`config.mk`:
```
export PLATFORM = sky130hd
export DESIGN_NAME = mux_lut_gate
export DESIGN_NICKNAME = d
export VERILOG_FILES = /design/src/rtl/mux_lut_pkg.sv /design/src/rtl/mux4_cell.sv /design/src/rtl/mux_lut_gate.sv
export SDC_FILE = /design/constraint.sdc
export NUM_CORES = 1
export LEC_CHECK = 0
export ABC_CLOCK_PERIOD_IN_PS = 1900
export BUFFER_PORTS_ARGS = -buffer_cell sky130_fd_sc_hd__buf_2
export CAP_MARGIN = 5
export CELL_PAD_IN_SITES_DETAIL_PLACEMENT = 0
export CELL_PAD_IN_SITES_GLOBAL_PLACEMENT = 1
export CORE_ASPECT_RATIO = 0.7
export CORE_MARGIN = 4
export CORE_UTILIZATION = 32
export DETAILED_ROUTE_END_ITERATION = 7
export HOLD_SLACK_MARGIN = 0.02
export PLACE_DENSITY_LB_ADDON = 0.1
export SLEW_MARGIN = 20
export SYNTH_ARGS = -nofsm -noshare
export SYNTH_HDL_FRONTEND = slang
export SYNTH_SLANG_ARGS = --single-unit
```
`constraint.sdc`:
```
create_clock -name clk -period 1.9 [get_ports clk]
set_input_delay 0 -clock clk [delete_from_list [all_inputs] [get_ports clk]]
set_output_delay 0 -clock clk [all_outputs]
set_load 0.005 [all_outputs]
```
`src/rtl/mux_lut_pkg.sv`:
```
// -----------------------------------------------------------------------------
// mux_lut_pkg
// Shared definitions for the mux_lut_gate block:
//   - 2-input truth-table constants, indexed by {a_bit, b_bit}
//   - out_state_e : occupancy state of the single output register
// -----------------------------------------------------------------------------
package mux_lut_pkg;

  // Bit k of a table is the output for {a_bit, b_bit} == k.
  localparam logic [3:0] TT_NAND = 4'b0111;
  localparam logic [3:0] TT_NOR  = 4'b0001;
  localparam logic [3:0] TT_AND  = 4'b1000;
  localparam logic [3:0] TT_OR   = 4'b1110;
  localparam logic [3:0] TT_XOR  = 4'b0110;
  localparam logic [3:0] TT_XNOR = 4'b1001;

  // EMPTY: output register holds nothing; FULL: holds a result not yet taken.
  typedef enum logic {
    ST_EMPTY = 1'b0,
    ST_FULL  = 1'b1
  } out_state_e;

endpackage : mux_lut_pkg

```
`src/rtl/mux4_cell.sv`:
```
// -----------------------------------------------------------------------------
// mux4_cell
// One-bit 4:1 multiplexer; one instance per lane of mux_lut_gate.
// Ports:
//   sel [1:0] : select, {a_bit, b_bit}
//   d   [3:0] : data inputs (the truth-table bits)
//   o         : d[sel]
// -----------------------------------------------------------------------------
module mux4_cell (
  input  logic [1:0] sel,
  input  logic [3:0] d,
  output logic       o
);

  always_comb begin
    o = 1'b0;
    case (sel)
      2'd0:    o = d[0];
      2'd1:    o = d[1];
      2'd2:    o = d[2];
      default: o = d[3];
    endcase
  end

endmodule : mux4_cell

```
`src/rtl/mux_lut_gate.sv`:
```
// -----------------------------------------------------------------------------
// mux_lut_gate
// WIDTH independent lanes, each computing y[i] = tt[{a[i], b[i]}] through a
// 4:1 mux, with a programmable truth table and a one-deep registered output
// stage (1-cycle latency, full throughput under continuous flow).
//
// Ports:
//   clk, rst        : clock, synchronous active-high reset
//   cfg_we, cfg_tt  : truth-table write strobe / new table
//   in_valid/ready  : operand handshake; a, b operand vectors
//   out_valid/ready : result handshake; y registered result
//   tt              : current truth table
//   dbg_state       : output-stage occupancy state (EMPTY/FULL)
//   op_count        : output handshake count, saturating
//                     (only when MUX_LUT_GATE_CNT_EN is defined)
//
// Handshake: a transfer happens on a rising edge where valid && ready.
// The source keeps valid and its data stable until that edge; ready may
// depend combinationally on the sink side (in_ready = !out_valid || out_ready).
// -----------------------------------------------------------------------------
module mux_lut_gate
  import mux_lut_pkg::*;
#(
  parameter int         WIDTH      = 8,
  parameter logic [3:0] DEFAULT_TT = TT_NAND
) (
  input  logic             clk,
  input  logic             rst,
  input  logic             cfg_we,
  input  logic [3:0]       cfg_tt,
  input  logic             in_valid,
  output logic             in_ready,
  input  logic [WIDTH-1:0] a,
  input  logic [WIDTH-1:0] b,
  output logic             out_valid,
  input  logic             out_ready,
  output logic [WIDTH-1:0] y,
  output logic [3:0]       tt,
  output out_state_e       dbg_state
`ifdef MUX_LUT_GATE_CNT_EN
  ,
  output logic [15:0]      op_count
`endif
);

  out_state_e       state_q, state_d;
  logic [WIDTH-1:0] y_q, y_d;
  logic [3:0]       tt_q, tt_d;
  logic [WIDTH-1:0] lut_y;
  logic             accept;

  // Lanes always read the registered table, so a beat accepted on the same
  // edge as a table write still sees the old table.
  for (genvar i = 0; i < WIDTH; i++) begin : g_lane
    mux4_cell u_cell (
      .sel ({a[i], b[i]}),
      .d   (tt_q),
      .o   (lut_y[i])
    );
  end

  assign in_ready = (state_q == ST_EMPTY) || out_ready;
  assign accept   = in_valid && in_ready;

  always_comb begin
    state_d = state_q;
    y_d     = y_q;
    tt_d    = tt_q;
    case (state_q)
      ST_EMPTY: if (accept) state_d = ST_FULL;
      ST_FULL:  if (out_ready && !accept) state_d = ST_EMPTY;
      default:  state_d = ST_EMPTY;
    endcase
    // y changes only on accept; a table write never touches a held result.
    if (accept) y_d = lut_y;
    if (cfg_we) tt_d = cfg_tt;
  end

  always_ff @(posedge clk) begin
    if (rst) begin
      state_q <= ST_EMPTY;
      y_q     <= '0;
      tt_q    <= DEFAULT_TT;
    end else begin
      state_q <= state_d;
      y_q     <= y_d;
      tt_q    <= tt_d;
    end
  end

  assign out_valid = (state_q == ST_FULL);
  assign y         = y_q;
  assign tt        = tt_q;
  assign dbg_state = state_q;

`ifdef MUX_LUT_GATE_CNT_EN
  logic        out_hs;
  logic [15:0] cnt_q, cnt_d;

  assign out_hs = out_valid && out_ready;

  always_comb begin
    cnt_d = cnt_q;
    if (out_hs && (cnt_q != 16'hFFFF)) cnt_d = cnt_q + 16'd1;
  end

  always_ff @(posedge clk) begin
    if (rst) cnt_q <= '0;
    else     cnt_q <= cnt_d;
  end

  assign op_count = cnt_q;
`endif

endmodule : mux_lut_gate
```
==> key figures, run 1 <==
Timing
  – RSZ-0062 raised after global routing: false
  – Tmin final: 1460 ps
  – Worst Skew: 4.05 ps
  – Maximum operating frequency: around 0.68 GHz
  – Fin. Hold Viols: 0
  – Setup tns final: 0 ps
  – Slew headroom: 63.5%
  – Pins Over Slew Limit: 0
  – Fin crit share: 76.9%
  – # setup viols final: 0
  – Worst slew pin tran: 547 ps
  – PnR worst setup slack: 438 ps

Yosys
  – Mux cell area share after synthesis: 28.9%
  – Post-synthesis instance area: 658 um^2
  – Xor and xnor area share after synthesis: 0%
  – Compound-Gate Fraction of Synth Area: 16.9%
  – Largest family of logic cells by synthesized area: multiplexers
  – Yosys warnings: 0
  – Post-synthesis cell count: 61
  – Simple-gate share of the synthesized area: approximately a tenth
  – Number of synthesized register bits: 13
  – Post-Syn Area per Cell: 10.8 um^2
  – Synth unique cells: 14
  – Post-synth net total: 86
  – Register area share after synthesis: 39.5%
  – Adder-cell share of the synthesized area: 0%

Floorplanning
  – Die Width: 62.2 um
  – Core Region: between 1500 and 2000 um^2
  – I/O pins: 40
  – Die Area: 2860 um^2
  – Initial Util: between 30% and 40%
  – # rows: 13
  – Chip height: approximately 46 um

Clocking
  – PostCTS Resize Cnt: 0
  – Clk_lat worst skew: between 200 and 300 ps
  – Clk sinks: 13
  – H-tree depth: 1
  – Root Buffer: clkbuf_4
  – Clk buf depth: 2
  – TritonCTS clock tree: done
  – Num CTS Buffers: 3
  – Clock transition at the registers of the reported paths: 80 ps

Routing
  – Post-Route WL: roughly 1.8 mm
  – DR pass1 iterations: 4
  – Detailed-route via count: ~660
  – Final ANT Viol Nets: 0
  – 1st-iter DRT viols: 12
  – Vias/cell: ~5.3
  – Wire per inst: 14.0 um
  – DRC viols: 0

Global route
  – Vias in the first global route: between 600 and 700
  – Largest net degree at the start of global routing: 14
  – Global-route wire length before repair: 2.73 mm
  – Gr usage total: 12.6%
  – Antenna violations before repair: 0
  – Total grt overflow: 0

Pwr
  – Int Power: roughly 0.46 mW
  – Clock power frac: 27.5%
  – Leak pwr: 0.419 nW
  – Net Sw Frac: 26.5%
  – Power per Cell Area: 676 nW/um^2
  – Psw: 0.166 mW
  – Worst VDD drop: 0.431 mV
  – Seq pwr share: 50.1%
  – Comb power frac: 22.4%

Worst setup path
  – CP Cell Sequence: nor2b_1 -> inv_2 -> buf_2
  – Setup CP Type: register to output pin
  – Worst Setup SP: dbg_state
  – Worst Path Required: 1900 ps
  – Crit start category: register
  – Slowest cell delay on critical path: 470 ps
  – Max FO, Critical Path: 10
  – CP Data Arrival Time: 1460 ps
  – RR Startpoint: dbg_state
  – CP max-delay cell: nor2b_1
  – Worst Setup End Kind: output pin

Finish
  – Area growth from synthesis to layout: 40.9%
  – Fill cells: around 180
  – Ant diodes: 0
  – Layout cells sized above 1: 49.0%
  – Nets@finish: 130

Hold path
  – Min-Delay Path Class: primary input to register
  – HP Start: cfg_we

Placement
  – Placer Congestion: 0.676
  – DP HPWL: roughly 1.3 mm
  – IO Port Bufs: 39
  – DP Worst Slack: roughly 630 ps

Status
  – Status: finished clean

Job
  – Max-Cap Viols: 0
[final timing paths]
kind | endpoint | depth (start not counted) | slack [ps]
worst max-delay path | in_ready | 3 | 440
worst max register to register | y[2] | 4 | 570
worst min-delay path | tt[2] | 2 | 30
worst min register to register | y[1] | 2 | 480
[layer usage]
metal  up-vias  global-route usage [%]  wire [um]
met1       314                    14.2        749
met5         -                       0          0
met3         2                    6.91        162
li1        321                       -          -
met2        27                    21.5        838
met4         0                    2.60          8
[power groups by stage]
stage	logic [mW]	clock network (mW)	registers, mW
2_1_floorplan	0.0743	0	0.317
3_3_place_gp	0.135	0	0.321
3_5_place_dp	0.135	0	0.320
4_1_cts	0.141	0.177	0.314
5_1_grt	0.155	0.193	0.318
6_report	0.140	0.172	0.314
[flip-flops by register name, indices dropped and copies added, names as in the netlist]
register   flops
dbg_state      1
tt             4
y              8
[layout by cell type, fill, tap and decap left out]
cell	n
buf_2	39
dfxtp_1	13
a21oi_1	9
mux4_2	8
nand3_1	8
o21ai_0	8
nor2b_1	4
dlygate4sd3_1	4
a211o_1	3
clkbuf_4	3
inv_2	1
inv_1	1
mux2i_1	1
nor2_1	1
clkbuf_1	1
[cells in the mapped netlist]
library cell,number,area share [%]
a211o_1,3,4.0
a21oi_1,9,6.8
buf_2,1,0.76
buf_4,1,1.1
clkbuf_1,2,1.1
dfxtp_1,13,40
inv_1,1,0.57
inv_2,1,0.57
mux2i_1,1,1.5
mux4_2,8,27
nand3_1,8,6.1
nor2_1,1,0.57
nor2b_1,4,3.8
o21ai_0,8,6.1
[cells by family after synthesis]
logic type             count (synthesis)
AOI/OAI and AO/OA                     20
buffers and inverters                  6
DFF                                   13
muxes                                  9
and+or+nand+nor                       13
[metrics by stage]
step                hold slack [ps]  cells  utilization (%)  cell area, um^2  power, mW
finish                         29.5    126             48.7              927      0.626
global route                   33.4    126             48.7              927      0.665
CTS                            26.4    126             48.7              927      0.632
detailed placement              217    118             45.2              861      0.455
global placement                210    118             45.2              861      0.455
floorplan                      98.6     61                -              658      0.392
[worst max-delay path: cells and delay by family, from the launching register on]
kind,cells,cell delay [ps]
AND/OR/NAND/NOR,1,470
buffers and inverters,2,370
flip-flops,1,340
[what timing repair did]
| action | CTS | global route |
|---|---|---|
| buffers inserted | 0 | 0 |
| hold endpoints to repair | 4 | 0 |
| hold buffers | 4 | 0 |
[area by class of cell]
| cell class | instances | area, um^2 | share of cell area (%) |
|---|---|---|---|
| well taps | 22 | 27.5 | 2.97 |
| flip-flops and latches | 13 | 260 | 28.1 |
| clock buffers | 4 | 26.3 | 2.83 |
| multi-input cells | 42 | 370 | 39.9 |
| inverters | 2 | 7.51 | 0.810 |
| repair buffers | 43 | 235 | 25.4 |
Power figures use the tool's default switching activity.
==> run 2: changes to the inputs <==
--- a/config.mk
+++ b/config.mk
@@ -5,14 +5,15 @@
 export SDC_FILE = /design/constraint.sdc
 export NUM_CORES = 1
 export LEC_CHECK = 0
-export ABC_CLOCK_PERIOD_IN_PS = 1900
+export ABC_AREA = 1
+export ABC_CLOCK_PERIOD_IN_PS = 1300
 export BUFFER_PORTS_ARGS = -buffer_cell sky130_fd_sc_hd__buf_2
 export CAP_MARGIN = 5
 export CELL_PAD_IN_SITES_DETAIL_PLACEMENT = 0
 export CELL_PAD_IN_SITES_GLOBAL_PLACEMENT = 1
 export CORE_ASPECT_RATIO = 0.7
 export CORE_MARGIN = 4
-export CORE_UTILIZATION = 32
+export CORE_UTILIZATION = 26
 export DETAILED_ROUTE_END_ITERATION = 7
 export HOLD_SLACK_MARGIN = 0.02
 export PLACE_DENSITY_LB_ADDON = 0.1
==> constraint.sdc (replaced) <==
create_clock -name clk -period 1.3 [get_ports clk]
set_input_delay 0 -clock clk [delete_from_list [all_inputs] [get_ports clk]]
set_output_delay 0 -clock clk [all_outputs]
set_load 0.005 [all_outputs]
==> run 2 against run 1 <==
Compared with the run above:
- die area is 50% higher
- synthesized cell count rose by 130%
- hold slack got worse by 4.9 ps
- non-clock buffer count grew 2
- critical path depth unchanged
- global-route usage is 0.58 points lower
- routed wire length grew 40%
- combinational power grew 90%
- sequential cell count unchanged
- register-to-register slack worse by 450 ps
- via count up 45%
- power is 78% higher
==> key figures, run 2 <==
Yosys
  – Commonest cells post-synth: 62 x nand2_1, 27 x inv_1, 19 x nand3_1
  – Post-synthesis cell count: 143
  – Ys async rst share: 0%
  – Yosys top cell by area: dfxtp_1
  – Post-synthesis instance area: 857 um^2
  – Number of synthesized register bits: 13
  – Synth top area share: 30.4%
  – Post-Syn Area per Cell: 5.99 um^2
  – Register area share after synthesis: 30.4%
  – Ys flop type: dfxtp_1
  – EDFF count, synth: 0
  – Area contributors post-synth: dfxtp_1 30%, nand2_1 27%, inv_1 12%
  – Top-count cell post-synth: nand2_1
  – Synth unique cells: 12
  – Post-synth net total: 168
  – Yosys warnings: 0

Routing
  – Vias/cell: ~4.3
  – DRC viols: 0
  – Final ANT Viol Nets: 0
  – Post-Route WL: 2.46 mm
  – Routed wire length on met2: 1.23 mm
  – Met3 wire length: 124 um
  – Max layer used: met4
  – DR pass1 iterations: 4
  – Met1 WL: 1.07 mm
  – 1st-iter DRT viols: 46
  – Detailed-route via count: 965
  – Wire per inst: around 11 um

Worst setup path
  – Worst r2r path cells: 3
  – Register-to-register setup slack: about 120 ps
  – Crit path max-delay family: buffers and inverters
  – Crit start category: register
  – CP Cell Sequence: nand2_4 -> a21oi_1 -> dlygate4sd3_1
  – Max FO, Critical Path: 3
  – Slowest cell delay on critical path: 550 ps
  – RR Startpoint: dbg_state
  – CP Data Arrival Time: 1370 ps
  – Worst Setup End Kind: register
  – Setup CP Type: register to register
  – CP max-delay cell: dlygate4sd3_1
  – Crit path buffers/inverters: 1
  – Worst Path Required: between 1000 and 1500 ps
  – Reg2reg end: dbg_state

Finish
  – Area growth from synthesis to layout: 35.3%
  – Layout cells sized above 1: just under 30%
  – Most frequent cells in the layout: 62 x nand2_1, 39 x buf_2, 27 x inv_1
  – Fill cells: 363
  – Most common cell after layout, fill and taps aside: nand2_1
  – Nets@finish: 212
  – Max FFs per register: 8
  – Ant diodes: 0
  – Layout Utilization: between 30 and 40%

Placement
  – IO Port Bufs: 39
  – Placer Congestion: 0.787
  – DP HPWL: 1.80 mm

Pwr
  – Leak pwr: 0.703 nW
  – Comb power frac: 23.8%
  – Clock power frac: 34.2%
  – Psw: 0.345 mW
  – Power per Cell Area: slightly below 1000 nW/um^2
  – Seq pwr share: 42.0%
  – Worst VDD drop: 0.258 mV
  – Net Sw Frac: a little over 30%
  – Int Power: 0.772 mW

Clocking
  – Root Buffer: clkbuf_8
  – Num CTS Buffers: 3
  – H-tree depth: 1
  – Clock transition at the registers of the reported paths: 60 ps
  – TritonCTS clock tree: done
  – Clk_lat worst skew: roughly 250 ps
  – Clk buf depth: 2
  – Clk sinks: 13

Floorplanning
  – I/O pins: 40
  – Chip height: 56.0 um
  – Initial Util: 27.2%
  – Core Region: 3150 um^2
  – Die Area: 4290 um^2
  – Die Width: 76.6 um
  – # rows: 17

Global route
  – Global-route wire length before repair: 4.04 mm
  – Largest net degree at the start of global routing: 13
  – Antenna violations before repair: 0
  – Total grt overflow: 0
  – Vias in the first global route: between 800 and 900
  – Gr usage total: 12.0%

Hold path
  – WHS Endpoint: tt[1]
  – Hold path cells: 3
  – Min-Delay Path Class: primary input to register
  – HP Start: cfg_we

Status
  – Status: finished clean

Timing
  – # setup viols final: 0
  – Fin crit share: between 90% and 100%
  – RSZ-0062 raised after global routing: false
  – Tmin final: 1180 ps
  – Maximum operating frequency: 0.849 GHz
  – Fin. Hold Viols: 0
  – Setup tns final: 0 ps
  – Pins Over Slew Limit: 0
  – Slew headroom: 72.4%
  – Worst slew pin tran: 413 ps
  – Worst Skew: approximately 7.0 ps

Job
  – Max-Cap Viols: 0
==> run 2: cell count changes in the layout (fill, tap and decap cells not counted), sizes merged, moves of 3 or more <==
cell | before | now
nand2 | 0 | 64
nor2b | 4 | 0
inv | 2 | 29
o21ai | 8 | 1
mux4 | 8 | 0
a211o | 3 | 0
nand3 | 8 | 19
==> run 2: logic make-up after synthesis <==
kind of cell	after synthesis	share of synthesized area (%)
flops	13	30.4
simple gates	85	41.8
compound gates	10	9.34
buf+inv	35	18.5
==> run 2: power by group through the flow <==
stage | clock network [mW] | logic, mW | registers, mW
5_1_grt | 0.420 | 0.306 | 0.477
4_1_cts | 0.399 | 0.271 | 0.471
3_3_place_gp | 0 | 0.254 | 0.478
3_5_place_dp | 0 | 0.256 | 0.480
6_report | 0.382 | 0.266 | 0.470
2_1_floorplan | 0 | 0.173 | 0.460
==> run 2: repair_timing <==
action,CTS,global route
endpoints found under the hold margin,5,0
setup buffers,0,0
hold buffers,6,0
resized for setup,0,0
==> run 2: through the flow <==
stage	setup WS [ps]	hold WS, ps	area (um^2)	std cells	total power [mW]
2_1_floorplan	466	69.1	857	143	0.634
3_3_place_gp	308	171	1050	214	0.732
3_5_place_dp	260	180	1050	214	0.736
4_1_cts	122	22.2	1160	224	1.14
5_1_grt	36.3	51.0	1160	224	1.20
6_report	122	24.6	1160	224	1.12
==> run 2: cell type report <==
class | instances | area [um^2] | area share [%]
multi-input cells | 95 | 438 | 37.8
flip-flops and latches | 13 | 260 | 22.4
repair buffers | 45 | 255 | 22.0
inverters | 29 | 114 | 9.82
well taps | 38 | 47.5 | 4.10
clock buffers | 4 | 45.0 | 3.88
==> run 2: tightest hold or removal path, stage by stage <==
cell     delay (ps)
buf_2           120
nand2_1          50
nand3_1          70
==> run 2: per-layer routing <==
layer  vias to the layer above  global-route usage [%]
met5                         -                       0
met3                         4                    4.05
met2                        27                    20.8
li1                        510                       -
met1                       424                    14.0
met4                         0                    3.88
==> run 2: worst max path at each step <==
stage / start / to / slack (ps) / depth (start not counted)
5_1_grt: dbg_state / dbg_state / 40 / 3
4_1_cts: dbg_state / dbg_state / 120 / 3
3_5_place_dp: tt[2] / y[7] / 260 / 4
6_report: dbg_state / dbg_state / 120 / 3
2_1_floorplan: dbg_state / y[4] / 470 / 5
3_3_place_gp: tt[2] / y[7] / 310 / 4
